**src/rtl/row_sched_pkg.sv**
```systemverilog
`default_nettype none
// ============================================================================
//  Module      : row_sched_pkg
//  Description : Shared types, defaults and helpers for the row scan
//                scheduler block.
//  Revision    : 1.0  initial release
// ============================================================================
package row_sched_pkg;

    localparam int unsigned DWELL_W_DEFAULT = 8;

    typedef enum logic [1:0] {
        ST_IDLE  = 2'd0,
        ST_ISSUE = 2'd1,
        ST_DWELL = 2'd2,
        ST_DONE  = 2'd3
    } sched_state_t;

    // Requested row count saturated to the physical row count.
    function automatic int unsigned clamp_rows(input int unsigned requested,
                                               input int unsigned limit);
        return (requested > limit) ? limit : requested;
    endfunction

endpackage
`default_nettype wire

```
**src/rtl/row_scan_scheduler_if.sv**
```systemverilog
`default_nettype none
// ============================================================================
//  Module      : row_scan_scheduler_if
//  Description : Control, configuration and row handshake bundle of the row
//                scan scheduler. master = scheduler, slave = its environment.
//  Revision    : 1.0  initial release
// ============================================================================
interface row_scan_scheduler_if #(
    parameter int unsigned NUM_ROWS = 8,
    parameter int unsigned PTR_BITS = $clog2(NUM_ROWS),
    parameter int unsigned DWELL_W  = row_sched_pkg::DWELL_W_DEFAULT
);

    logic                start;
    logic                abort;
    logic [PTR_BITS-1:0] cfg_first_row;
    logic [PTR_BITS:0]   cfg_num_rows;
    logic [DWELL_W-1:0]  cfg_dwell;
    logic                row_valid;
    logic                row_ready;
    logic [PTR_BITS-1:0] row_ptr;
    logic                row_last;
    logic                busy;
    logic                done;

    modport master (
        input  start, abort, cfg_first_row, cfg_num_rows, cfg_dwell, row_ready,
        output row_valid, row_ptr, row_last, busy, done
    );

    modport slave (
        output start, abort, cfg_first_row, cfg_num_rows, cfg_dwell, row_ready,
        input  row_valid, row_ptr, row_last, busy, done
    );

endinterface
`default_nettype wire

```
**src/rtl/row_ptr_wrap_counter.sv**
```systemverilog
`default_nettype none
// ============================================================================
//  Module      : row_ptr_wrap_counter
//  Description : Row pointer with synchronous load and increment that wraps
//                modulo NUM_ROWS (NUM_ROWS need not be a power of two).
//  Revision    : 1.0  initial release
// ============================================================================
module row_ptr_wrap_counter #(
    parameter int unsigned NUM_ROWS = 8,
    parameter int unsigned PTR_BITS = $clog2(NUM_ROWS)
) (
    input  wire logic                clk,
    input  wire logic                reset,
    input  wire logic                load,
    input  wire logic [PTR_BITS-1:0] load_value,
    input  wire logic                incr,
    output logic      [PTR_BITS-1:0] count
);

    localparam logic [PTR_BITS-1:0] c_last    = PTR_BITS'(NUM_ROWS - 1);
    localparam logic [PTR_BITS-1:0] c_ptr_one = PTR_BITS'(1);

    logic [PTR_BITS-1:0] w_load_value;

    // An out-of-range load value can only exist when the pointer field has
    // spare codes; fold it back into range so the wrap compare stays valid.
    if ((1 << PTR_BITS) == NUM_ROWS) begin : g_pow2_load
        assign w_load_value = load_value;
    end else begin : g_wrap_load
        localparam logic [PTR_BITS-1:0] c_rows = PTR_BITS'(NUM_ROWS);
        assign w_load_value = (load_value > c_last) ? (load_value - c_rows) : load_value;
    end

    // Load has priority over increment; increment wraps after the last row.
    always_ff @(posedge clk) begin
        if (reset) begin
            count <= '0;
        end else if (load) begin
            count <= w_load_value;
        end else if (incr) begin
            count <= (count == c_last) ? '0 : (count + c_ptr_one);
        end
    end

endmodule
`default_nettype wire

```
**src/rtl/row_scan_scheduler.sv**
```systemverilog
`default_nettype none
// ============================================================================
//  Module      : row_scan_scheduler
//  Description : Walks a configurable window of buffer rows, offering one row
//                index per valid/ready handshake with an optional idle dwell
//                after each accepted row. Supports abort and done pulse.
//  Revision    : 1.0  initial release
// ============================================================================
module row_scan_scheduler
    import row_sched_pkg::*;
#(
    parameter int unsigned NUM_ROWS = 8,
    parameter int unsigned PTR_BITS = $clog2(NUM_ROWS),
    parameter int unsigned DWELL_W  = DWELL_W_DEFAULT
) (
    input  wire logic           clk,
    input  wire logic           reset,
    row_scan_scheduler_if.master bus
);

    typedef logic [PTR_BITS:0] cnt_t;

    localparam cnt_t               c_cnt_one   = cnt_t'(1);
    localparam logic [DWELL_W-1:0] c_dwell_one = DWELL_W'(1);

    sched_state_t        r_state;
    sched_state_t        w_state_next;
    cnt_t                r_remaining;
    logic [DWELL_W-1:0]  r_dwell;
    logic [DWELL_W-1:0]  r_dwell_cnt;
    cnt_t                w_clamped;
    logic                w_last;
    logic                w_load;
    logic                w_advance;
    logic [PTR_BITS-1:0] w_ptr;

    assign w_clamped = cnt_t'(clamp_rows(32'(bus.cfg_num_rows), NUM_ROWS));
    assign w_last    = (r_state == ST_ISSUE) && (r_remaining == c_cnt_one);

    // State register.
    always_ff @(posedge clk) begin
        if (reset) begin
            r_state <= ST_IDLE;
        end else begin
            r_state <= w_state_next;
        end
    end

    // Next-state decode plus the pointer load/advance strobes.
    // Abort beats a simultaneous handshake, so no advance is issued with it.
    always_comb begin
        w_state_next = r_state;
        w_load       = 1'b0;
        w_advance    = 1'b0;
        case (r_state)
            ST_IDLE: begin
                if (bus.start) begin
                    w_load       = 1'b1;
                    w_state_next = (w_clamped == '0) ? ST_DONE : ST_ISSUE;
                end
            end
            ST_ISSUE: begin
                if (bus.abort) begin
                    w_state_next = ST_IDLE;
                end else if (bus.row_ready) begin
                    if (w_last) begin
                        w_state_next = ST_DONE;
                    end else begin
                        w_advance = 1'b1;
                        if (r_dwell != '0) begin
                            w_state_next = ST_DWELL;
                        end
                    end
                end
            end
            ST_DWELL: begin
                if (bus.abort) begin
                    w_state_next = ST_IDLE;
                end else if (r_dwell_cnt <= c_dwell_one) begin
                    w_state_next = ST_ISSUE;
                end
            end
            ST_DONE: begin
                w_state_next = ST_IDLE;
            end
            default: begin
                w_state_next = ST_IDLE;
            end
        endcase
    end

    // Scan bookkeeping: remaining-row count and dwell gap counter.
    always_ff @(posedge clk) begin
        if (reset) begin
            r_remaining <= '0;
            r_dwell     <= '0;
            r_dwell_cnt <= '0;
        end else begin
            if (w_load) begin
                r_remaining <= w_clamped;
                r_dwell     <= bus.cfg_dwell;
            end else if (w_advance) begin
                r_remaining <= r_remaining - c_cnt_one;
            end

            if (w_advance) begin
                r_dwell_cnt <= r_dwell;
            end else if ((r_state == ST_DWELL) && (r_dwell_cnt != '0)) begin
                r_dwell_cnt <= r_dwell_cnt - c_dwell_one;
            end
        end
    end

    row_ptr_wrap_counter #(
        .NUM_ROWS (NUM_ROWS),
        .PTR_BITS (PTR_BITS)
    ) u_ptr (
        .clk        (clk),
        .reset      (reset),
        .load       (w_load),
        .load_value (bus.cfg_first_row),
        .incr       (w_advance),
        .count      (w_ptr)
    );

    assign bus.row_valid = (r_state == ST_ISSUE);
    assign bus.row_ptr   = w_ptr;
    assign bus.row_last  = w_last;
    assign bus.busy      = (r_state != ST_IDLE);
    // An abort landing on the completion cycle suppresses the done pulse.
    assign bus.done      = (r_state == ST_DONE) && !bus.abort;

endmodule
`default_nettype wire

```
**src/flat_wrapper.sv**
```systemverilog
// flat-port wrapper written by rule: the top's interface ports become plain ports
module row_scan_scheduler_flat import row_sched_pkg::*;
#(
    parameter int unsigned NUM_ROWS = 8,
    parameter int unsigned PTR_BITS = $clog2(NUM_ROWS),
    parameter int unsigned DWELL_W  = DWELL_W_DEFAULT
)
  (clk, reset, bus_start, bus_abort, bus_cfg_first_row, bus_cfg_num_rows, bus_cfg_dwell, bus_row_ready, bus_row_valid, bus_row_ptr, bus_row_last, bus_busy, bus_done);
  row_scan_scheduler_if #(.NUM_ROWS(NUM_ROWS), .PTR_BITS(PTR_BITS), .DWELL_W(DWELL_W)) bus_i ();
  input  wire logic clk;
  input  wire logic reset;
  input wire logic [$bits(bus_i.start)-1:0] bus_start;
  input wire logic [$bits(bus_i.abort)-1:0] bus_abort;
  input wire logic [$bits(bus_i.cfg_first_row)-1:0] bus_cfg_first_row;
  input wire logic [$bits(bus_i.cfg_num_rows)-1:0] bus_cfg_num_rows;
  input wire logic [$bits(bus_i.cfg_dwell)-1:0] bus_cfg_dwell;
  input wire logic [$bits(bus_i.row_ready)-1:0] bus_row_ready;
  output wire logic [$bits(bus_i.row_valid)-1:0] bus_row_valid;
  output wire logic [$bits(bus_i.row_ptr)-1:0] bus_row_ptr;
  output wire logic [$bits(bus_i.row_last)-1:0] bus_row_last;
  output wire logic [$bits(bus_i.busy)-1:0] bus_busy;
  output wire logic [$bits(bus_i.done)-1:0] bus_done;
  assign bus_i.start = bus_start;
  assign bus_i.abort = bus_abort;
  assign bus_i.cfg_first_row = bus_cfg_first_row;
  assign bus_i.cfg_num_rows = bus_cfg_num_rows;
  assign bus_i.cfg_dwell = bus_cfg_dwell;
  assign bus_i.row_ready = bus_row_ready;
  assign bus_row_valid = bus_i.row_valid;
  assign bus_row_ptr = bus_i.row_ptr;
  assign bus_row_last = bus_i.row_last;
  assign bus_busy = bus_i.busy;
  assign bus_done = bus_i.done;
  row_scan_scheduler #(.NUM_ROWS(NUM_ROWS), .PTR_BITS(PTR_BITS), .DWELL_W(DWELL_W)) u_core (.clk(clk), .reset(reset), .bus(bus_i));
endmodule
```
**config.mk**
```make
export PLATFORM = sky130hd
export DESIGN_NAME = row_scan_scheduler_flat
export DESIGN_NICKNAME = d
export VERILOG_FILES = /design/src/rtl/row_sched_pkg.sv /design/src/rtl/row_scan_scheduler_if.sv /design/src/rtl/row_ptr_wrap_counter.sv /design/src/rtl/row_scan_scheduler.sv /design/src/flat_wrapper.sv
export SDC_FILE = /design/constraint.sdc
export NUM_CORES = 1
export LEC_CHECK = 0
export BUFFER_PORTS_ARGS = -buffer_cell sky130_fd_sc_hd__buf_4
export CORE_MARGIN = 1.5
export CORE_UTILIZATION = 35
export CTS_CLUSTER_SIZE = 20
export DETAILED_ROUTE_END_ITERATION = 8
export MAX_ROUTING_LAYER = met4
export PLACE_DENSITY_LB_ADDON = 0.25
export SETUP_SLACK_MARGIN = 0.3
export SYNTH_ARGS = -nofsm -noshare
export SYNTH_HDL_FRONTEND = slang
export SYNTH_HIERARCHICAL = 1
export SYNTH_SLANG_ARGS = --single-unit
```
**constraint.sdc**
```tcl
create_clock -name clk -period 1.9 [get_ports clk]
set_clock_uncertainty 0.05 [all_clocks]
set_input_delay 0.19 -clock clk [delete_from_list [all_inputs] [get_ports clk]]
set_output_delay 0.19 -clock clk [all_outputs]
set_load 0.02 [all_outputs]
```
-- Yosys cells after proc, flatten, opt, wreduce, memory -nomap -nowiden
Index checks and enable logic that the tools add are counted.
Widths: inputs -> output; s select.
- bits in registers: 25
- latch bits: 0
- bits in writable memories: 0
- ROM bits: 0
- input port bits: 20
- output and inout bits: 7
- memories kept: 0
- $add $sub $neg: 3
- $mul: 0
- div/mod/pow operators: 0
- magnitude comparators: 2
- eq/ne operators: 9
- shift operators: 0
- muxes and demuxes: 23
- bitwise gates (word level): 0
- reductions and logical operators: 12
- operator list (operator ; number):
    $mux 2 ; 8
    $mux 8 ; 2
    $reduce_bool 8->1 ; 2
    $mux 4 ; 3
    $mux 3 ; 3
    $le 8x1->1 const B ; 1
    $pmux 2 s4 ; 1
    $sub 8x1->8 const B ; 1
    $mux 1 ; 6
    $reduce_bool 2->1 ; 3
    $eq 2x2->1 const B ; 2
    $eq 4x1->1 const B ; 1
    $gt 4x4->1 const B ; 1
    $logic_not 4->1 ; 1
    $ne 4x2->1 const B ; 1
    $reduce_and 4->1 ; 1
    $sub 4x1->4 const B ; 1
    $add 3x1->3 const B ; 1
    $eq 3x3->1 const B ; 1
    $logic_and 1x1->1 ; 3
    $ne 3x2->1 const B ; 1
    $ne 3x3->1 const B ; 1
    $eq 2x1->1 const B ; 1
    $logic_not 2->1 ; 1
    2 further kinds ; 2

-- Longest topological paths before layout
Gate-level depths: netlist (run 1).
- depth in word-level cells: 8
- mapped depth: 9
- gate-level depth less buffers: 7

-- Modules after synthesis
The synthesis (run 1) kept the hierarchy.
- by module, submodules not included (module ; instances ; cells an instance ; area an instance (µm²) ; sequential area each (µm²)):
    row_scan_scheduler ; 1 ; 151 ; 1282.5 ; 440.4
    row_ptr_wrap_counter ; 1 ; 16 ; 172.7 ; 60.1

-- Worst setup path after synthesis (run 1)
OpenSTA, ideal clock, no wires.
- path kind: reg2reg
- start point: register u_core.r_remaining[1]
- end point: register u_core.u_ptr.count[0]
- arrival time: 1697 ps
- required time: 1762 ps
- setup slack: 65 ps
- cell stages (with the launch flop): 10
- period minus slack after synthesis: 1835 ps
- path through: dfxtp_1 -> inv_1 -> ha_1 -> or3b_1 -> buf_6 -> nand3_4 -> inv_4 -> buf_6 -> or3b_1 -> a311oi_2
- cells in the longest elaborated chain, start to end: 7
- ends and longest elaborated chain (element ; RTL line ; text):
    from (decl) ; row_scan_scheduler.sv:28 ; cnt_t r_remaining;
    from (signal assigned) ; row_scan_scheduler.sv:100 ; r_remaining <= w_clamped;
    from (signal assigned) ; row_scan_scheduler.sv:103 ; r_remaining <= r_remaining - c_cnt_one;
    $eq 4x1->1 ; row_scan_scheduler.sv:38 ; assign w_last = (r_state == ST_ISSUE) && (r_remaining == c_cnt_one);
    $logic_and 1x1->1 ; row_scan_scheduler.sv:38 ;
    $mux 1 ; row_scan_scheduler.sv:66 ; if (w_last) begin
    $mux 1 ; row_scan_scheduler.sv:65 ; end else if (bus.row_ready) begin
    $mux 1 ; row_scan_scheduler.sv:63 ; if (bus.abort) begin
    $mux 1 ; row_scan_scheduler.sv:55 ; case (r_state)
    named net u_core.w_advance ; row_scan_scheduler.sv:34 ; logic w_advance;
    $reduce_bool 2->1 (no source line) ; -- ;
    to (signal assigned) ; row_ptr_wrap_counter.sv:39 ; count <= w_load_value;
    to (signal assigned) ; row_ptr_wrap_counter.sv:41 ; count <= (count == c_last) ? '0 : (count + c_ptr_one);
    to (decl) ; row_ptr_wrap_counter.sv:17 ; output logic [PTR_BITS-1:0] count
The timed path passes the listed nets, and every way through them passes these cells.
A chain may end at the register's enable or synchronous reset.

-- Worst setup path in the final report (run 1)
- start point: register u_core.r_remaining[1]
- end point: output port bus_row_last
- cells in the longest elaborated chain, start to end: 2
- ends and longest elaborated chain (element ; RTL line ; text):
    $eq 4x1->1 ; row_scan_scheduler.sv:38 ;
    $logic_and 1x1->1 ; row_scan_scheduler.sv:38 ;
    to (decl) ; flat_wrapper.sv:20 ; output wire logic [$bits(bus_i.row_last)-1:0] bus_row_last;
Every way passes these cells.

==> impl_results.md, run 1 <==
- Outcome: complete, no violations
- I/O Buffers: 26
- CP required: about 1700 ps
- Largest net degree at the start of global routing: 26
- Vias in the first global route: 1465
- Synthesized Nets: 194
- Setup violations, final: 0
- EDFF count, synth: 0
- CTS tree: done
- Rel. slew slack: 68.4%
- Synth Instances: 167
- DRC: 0
- CTS sink count: 25
- HPWL after DPL: 2600 µm
- CP arrival: ~1600 ps
- Area growth syn-to-layout: 52.5%
- Synth Register Bits: 25
- Share of cells above drive strength 1: 50.9%
- Maximum cell stage delay along the critical path: slightly above 400 ps
- Critical path buffer and inverter count: 2
- Remaining Overflow, GRT: 0
- Root Driver: clkbuf_8
- GPL Wtd Cong: about 0.94
- Final min period: 1800 ps
- Initial core utilization: 36.4%
- Power Density: a little under 700 nW/µm²
- Height of the die: 67.5 µm
- F_max: between 500 and 600 MHz
- Share of synthesized registers carrying an async set or reset: 0%
- CTS clk-pin slew, worst paths: 100 ps
- RSZ-0062 raised after global routing: true
- Final hold vios: 0
- CP max stage cell: or3b_4
- Post-synth top area share: 34.4%
- Hold buffers post-CTS: 0
- Row cnt: 23
- Skew-Pair Late Insertion Delay: 270 ps
- Fill count: 342
- Synth cell types: 49
- Worst R2R Setup Slack: roughly 110 ps
- I/O Pins: 27
- Post-Route Setup TNS: 0 ps
- Num CTS Buffers: 3
- Vias per cell: 5.52
- Syn Area/Cell: 8.71 µm²
- Slew Viols, Final: 0
- Layout Nets: 248
- CP Cell Sequence: inv_2 -> ha_4 -> or3b_4 -> nor3b_2 -> buf_4
- Die width: 67.5 µm
- Leak Pwr: 0.853 nW
- Worst Tran Pin Value: 468 ps
- Hold/Removal Path Class: primary input to flop
- First-pass GRT wire length: 6900 µm
- Via count: 1491
- Top delay family on crit path: simple AND/OR/NAND/NOR gates
- Max VDD drop: 0.378 mV
- Placed insts: 240
- Total Routing Usage GR: 20.4%
- Die ar.: 4550 µm²
- DRT antenna net count: 0
- Post-route insts no fill: 270
- Area of the core: 4000 µm²
- Antenna violations before repair: 0
- CP Launch Type: flop
- Synthesis warning total: 6
- Max-Cap Viols: 0
- Top post-synthesis cells by area: dfxtp_1 34%, ha_1 6.0%, nand2_1 5.7%
- Wire length per cell: roughly 16 µm
- CTS Buffer Depth: 2
- DRT Wirelength: around 4400 µm
- Crit end category: output port
- Synth area leader: dfxtp_1
- Main synth FF type: dfxtp_1
- CP Class: flop to output port
- Register area share after synthesis: 34.4%
- # diodes: 0
- H-tree lvl count: 1
- Crit-path max FO: 4
- Tcrit/Tclk final: 94.8%
- Cell Area, Synth: between 1000 and 1500 µm²
- Initial DRC count: approximately 100
- DR pass1 iterations: 4
==> path summary, 6_finish.rpt <==
path,start,cells after the start,to
setup / recovery,u_core/r_remaining[1],5,bus_row_last
hold / removal,bus_cfg_num_rows[2],2,u_core/r_remaining[2]
setup reg to reg,u_core/r_remaining[1],7,u_core/u_ptr/count[0]
hold reg to reg,u_core/r_dwell[1],2,u_core/r_dwell[1]
==> power by group <==
| part | total, W | internal [W] | switching, W |
|---|---|---|---|
| registers | 0.000628 | 0.000572 | 0.0000564 |
| clock network | 0.000330 | 0.000147 | 0.000183 |
| logic | 0.000542 | 0.000284 | 0.000258 |
==> flip-flops by register name, summed over array words and instances, names as in the netlist <==
| register | flops |
|---|---|
| u_core/r_dwell | 8 |
| u_core/r_dwell_cnt | 8 |
| u_core/r_remaining | 4 |
| u_core/r_state | 2 |
| u_core/u_ptr/count | 3 |
==> Yosys cell counts, drive strengths merged, types with 2 or more instances <==
cell type / number
nand2: 22
a31oi: 4
nor2b: 4
a2bb2oi: 2
o211ai: 2
nor4: 2
ha: 7
inv: 10
or3: 2
mux2i: 3
nand4: 3
xnor2: 2
a21oi: 16
o311ai: 2
buf: 5
dfxtp: 25
a211oi: 5
nand3b: 3
or4: 2
nor3: 5
nor3b: 3
or3b: 2
clkbuf: 2
or4b: 2
nand2b: 2
a22o: 2
nor2: 7
a311oi: 2
nand3: 5
==> cell usage in the layout, fill, tap and decap left out, drive strengths merged, types with 4 or more instances in the layout <==
| cell type | n |
|---|---|
| a31oi | 4 |
| nand3 | 5 |
| nor3 | 5 |
| a21oi | 16 |
| ha | 7 |
| nand2 | 22 |
| a211oi | 5 |
| buf | 57 |
| nor2b | 4 |
| nor2 | 7 |
| dfxtp | 25 |
| inv | 9 |
==> cell families after synthesis <==
group | share of synthesized area, %
adders and majority gates | 6.02
DFF | 34.4
muxes | 2.06
and+or+nand+nor | 27.6
AOI/OAI and AO/OA | 21.8
buffers and inverters | 6.88
xor gates and xnor gates | 1.20
==> stage by stage <==
stage	util [%]	area [µm²]	setup WS, ps	hold WS, ps	power (W)
finish	55.5	2220	99.0	99.2	0.00150
global route	55.5	2220	43.7	101	0.00158
CTS	49.7	1990	130	90.2	0.00140
detailed placement	42.9	1720	101	374	0.00101
global placement	42.9	1720	179	369	0.000994
floorplan	-	1480	140	208	0.000887
==> layout make-up <==
cell class / count / area [µm²] / area share, %
inverter: 10 / 53.8 / 2.42
tap: 50 / 62.6 / 2.82
multi-input combinational: 124 / 1080 / 48.6
sequential: 25 / 513 / 23.1
clock inverter: 1 / 5.00 / 0.225
timing repair buffer: 57 / 465 / 21.0
clock buffer: 3 / 41.3 / 1.86
==> layer usage <==
| metal | wire (µm) | vias to the layer above | global-route usage [%] |
|---|---|---|---|
| met5 | 0 | - | - |
| met4 | 56 | 0 | 10.5 |
| met3 | 152 | 6 | 2.50 |
| met2 | 2300 | 41 | 33.1 |
| met1 | 1900 | 714 | 24.8 |
| li1 | - | 730 | - |
==> repair_timing <==
item                                    CTS  global route
endpoints found under the setup margin   17            18
cloned                                    1             0
buffers inserted                         14            11
gates resized for setup                  30            31
pin swaps                                15            24
(Power assumes the default switching activity.)
==> run 2: changes to the inputs <==
- CTS_CLUSTER_SIZE: 20 -> 25
- GPL_TIMING_DRIVEN: unset -> 0
==> run 2 against run 1 <==
  * Utilization shrank 2.0 points
  * Via count fell by 2.3%
  * Design area is 3.6% lower
  * Largest cell class unchanged
  * Total power down 2.6%
  * Sequential power decreased by 1%
  * Sequential share of layout area is 0.69 points higher
  * Clock-buffer cell count is the same
  * Combinational power fell by 6.1%
  * Highest routed layer unchanged
==> impl_results.md, run 2 (same netlist as run 1, synthesis figures left out) <==
- Die ar.: 4550 µm²
- Area growth syn-to-layout: 47.0%
- Register Area: about 510 µm²
- CTS clk-pin slew, worst paths: 90 ps
- # diodes: 0
- Largest regs: u_core/r_dwell (8), u_core/r_dwell_cnt (8), u_core/r_remaining (4)
- Area of the core: 4000 µm²
- Height of the die: 67.5 µm
- DRT antenna net count: 0
- Power Density: 683 nW/µm²
- CP arrival: 1600 ps
- Rel. slew slack: 65.5%
- Post-route insts no fill: 267
- Placed insts: 243
- Tcrit/Tclk final: 96.7%
- Via count: around 1500
- Fill count: 371
- CTS sink count: 25
- CP Cell Sequence: inv_2 -> ha_4 -> or3b_1 -> buf_6 -> nor3b_2 -> buf_4
- I/O Buffers: 26
- Vias per cell: about 5.5
- Post-layout util: 53.5%
- CP Launch Type: flop
- Antenna violations before repair: 0
- Leak Pwr: 0.845 nW
- CTS tree: done
- Root Driver: clkbuf_8
- Slew Viols, Final: 0
- RSZ-0062 raised after global routing: true
- Outcome: complete, no violations
- DRT Wirelength: roughly 4100 µm
- Initial core utilization: between 30% and 40%
- Maximum cell stage delay along the critical path: ~360 ps
- Crit end category: output port
- Initial DRC count: between 90 and 100
- Multi-input logic area: 997 µm²
- Wire length per cell: 15.5 µm
- GPL Wtd Cong: 0.819
- CP max stage cell: or3b_1
- Skew-Pair Late Insertion Delay: 270 ps
- CTS Buffer Depth: 2
- Commonest non-fill, non-tap cell in the layout: buf_4
- Setup violations, final: 0
- Max VDD drop: 0.329 mV
- H-tree lvl count: 1
- Largest net degree at the start of global routing: 15
- Hold buffers post-CTS: 0
- Total Routing Usage GR: a little under 20%
- CP Class: flop to output port
- Hold/Removal Path Class: primary input to flop
- Layout Nets: 245
- Remaining Overflow, GRT: 0
- Final min period: between 1500 and 2000 ps
- Vias in the first global route: 1370
- CP required: 1660 ps
- Worst R2R Setup Slack: 80 ps
- Max-Cap Viols: 0
- Critical path buffer and inverter count: 3
- DR pass1 iterations: 4
- Row cnt: 23
- Share of cells above drive strength 1: between 40 and 50%
- Crit-path max FO: 4
- DRC: 0
- Num CTS Buffers: 3
- I/O Pins: 27
- HPWL after DPL: 2480 µm
- First-pass GRT wire length: 6450 µm
- F_max: 545 MHz
- Top delay family on crit path: simple AND/OR/NAND/NOR gates
- Most frequent cells in the layout: 41 x buf_4, 20 x nand2_1, 20 x dfxtp_1
- Final hold vios: 0
- Die width: ~67 µm
- Worst Tran Pin Value: 518 ps
run 2: cell count changes in the layout (fill, tap and decap cells not counted), moves of 2 or more:
cell       delta
nand2_1       -2
nand3_1       +3
buf_4         -6
nand3_2       -2
ha_4          -2
buf_6         -5
ha_1          +2
buf_8         +2
clkbuf_16     +2
run 2: layout make-up:
class | count | share of cell area [%]
tap | 50 | 2.92
buffer | 8 | 3.51
sequential | 25 | 23.8
clock buffer | 3 | 1.93
inverter | 10 | 1.99
clock inverter | 1 | 0.234
timing repair buffer | 46 | 19.0
multi-input combinational | 124 | 46.6
run 2: worst paths after layout:
path | startpoint | end | cells after the start
worst min-delay path | reset | u_core/u_ptr/count[0] | 2
worst min register to register | u_core/r_dwell[2] | u_core/r_dwell[2] | 2
worst max register to register | u_core/r_remaining[1] | u_core/r_state[0] | 9
worst max-delay path | u_core/r_remaining[1] | bus_row_last | 6
run 2: report_power, final:
group	leakage, nW	internal [W]	switching (W)	total [W]
combinational	0.613	0.000263	0.000246	0.000509
clock	0.0255	0.000147	0.000184	0.000331
sequential	0.207	0.000571	0.0000507	0.000622
total	0.845	0.000981	0.000481	0.00146
run 2: routing by layer:
| layer | track usage, % | part of all wire, % | up-vias |
|---|---|---|---|
| met1 | 26.8 | 46 | 687 |
| met5 | - | 0 | - |
| met2 | 27.9 | 47 | 43 |
| met4 | 8.42 | 2.5 | 0 |
| met3 | 2.83 | 3.9 | 11 |
| li1 | - | - | 715 |
run 2: worst register-to-register path: cells and delay by family, from the launching register on:
kind / cells / cell delay [ps]
compound gates: 2 / 300
fa+ha+maj: 1 / 110
buf+inv: 4 / 470
flops: 1 / 330
simple gates: 2 / 470
run 2: through the flow:
| step | total power (W) | setup WS [ps] | setup TNS [ps] | cell area (µm²) | hold slack, ps |
|---|---|---|---|---|---|
| after floorplan | 0.000887 | 140 | 0 | 1480 | 208 |
| after global placement | 0.00101 | -7.92 | -7.92 | 1740 | 366 |
| after detailed placement | 0.00101 | -12.5 | -12.5 | 1740 | 373 |
| after CTS | 0.00139 | 87.8 | 0 | 1950 | 72.2 |
| after global routing | 0.00155 | -5.88 | -5.88 | 2140 | 62.1 |
| final | 0.00146 | 63.6 | 0 | 2140 | 71.3 |
run 2: repair_timing:
action | in CTS | in global routing
setup endpoints to repair | 18 | 26
buffers inserted | 12 | 6
pin swaps | 15 | 13
resized for setup | 18 | 25
cloned | 0 | 2
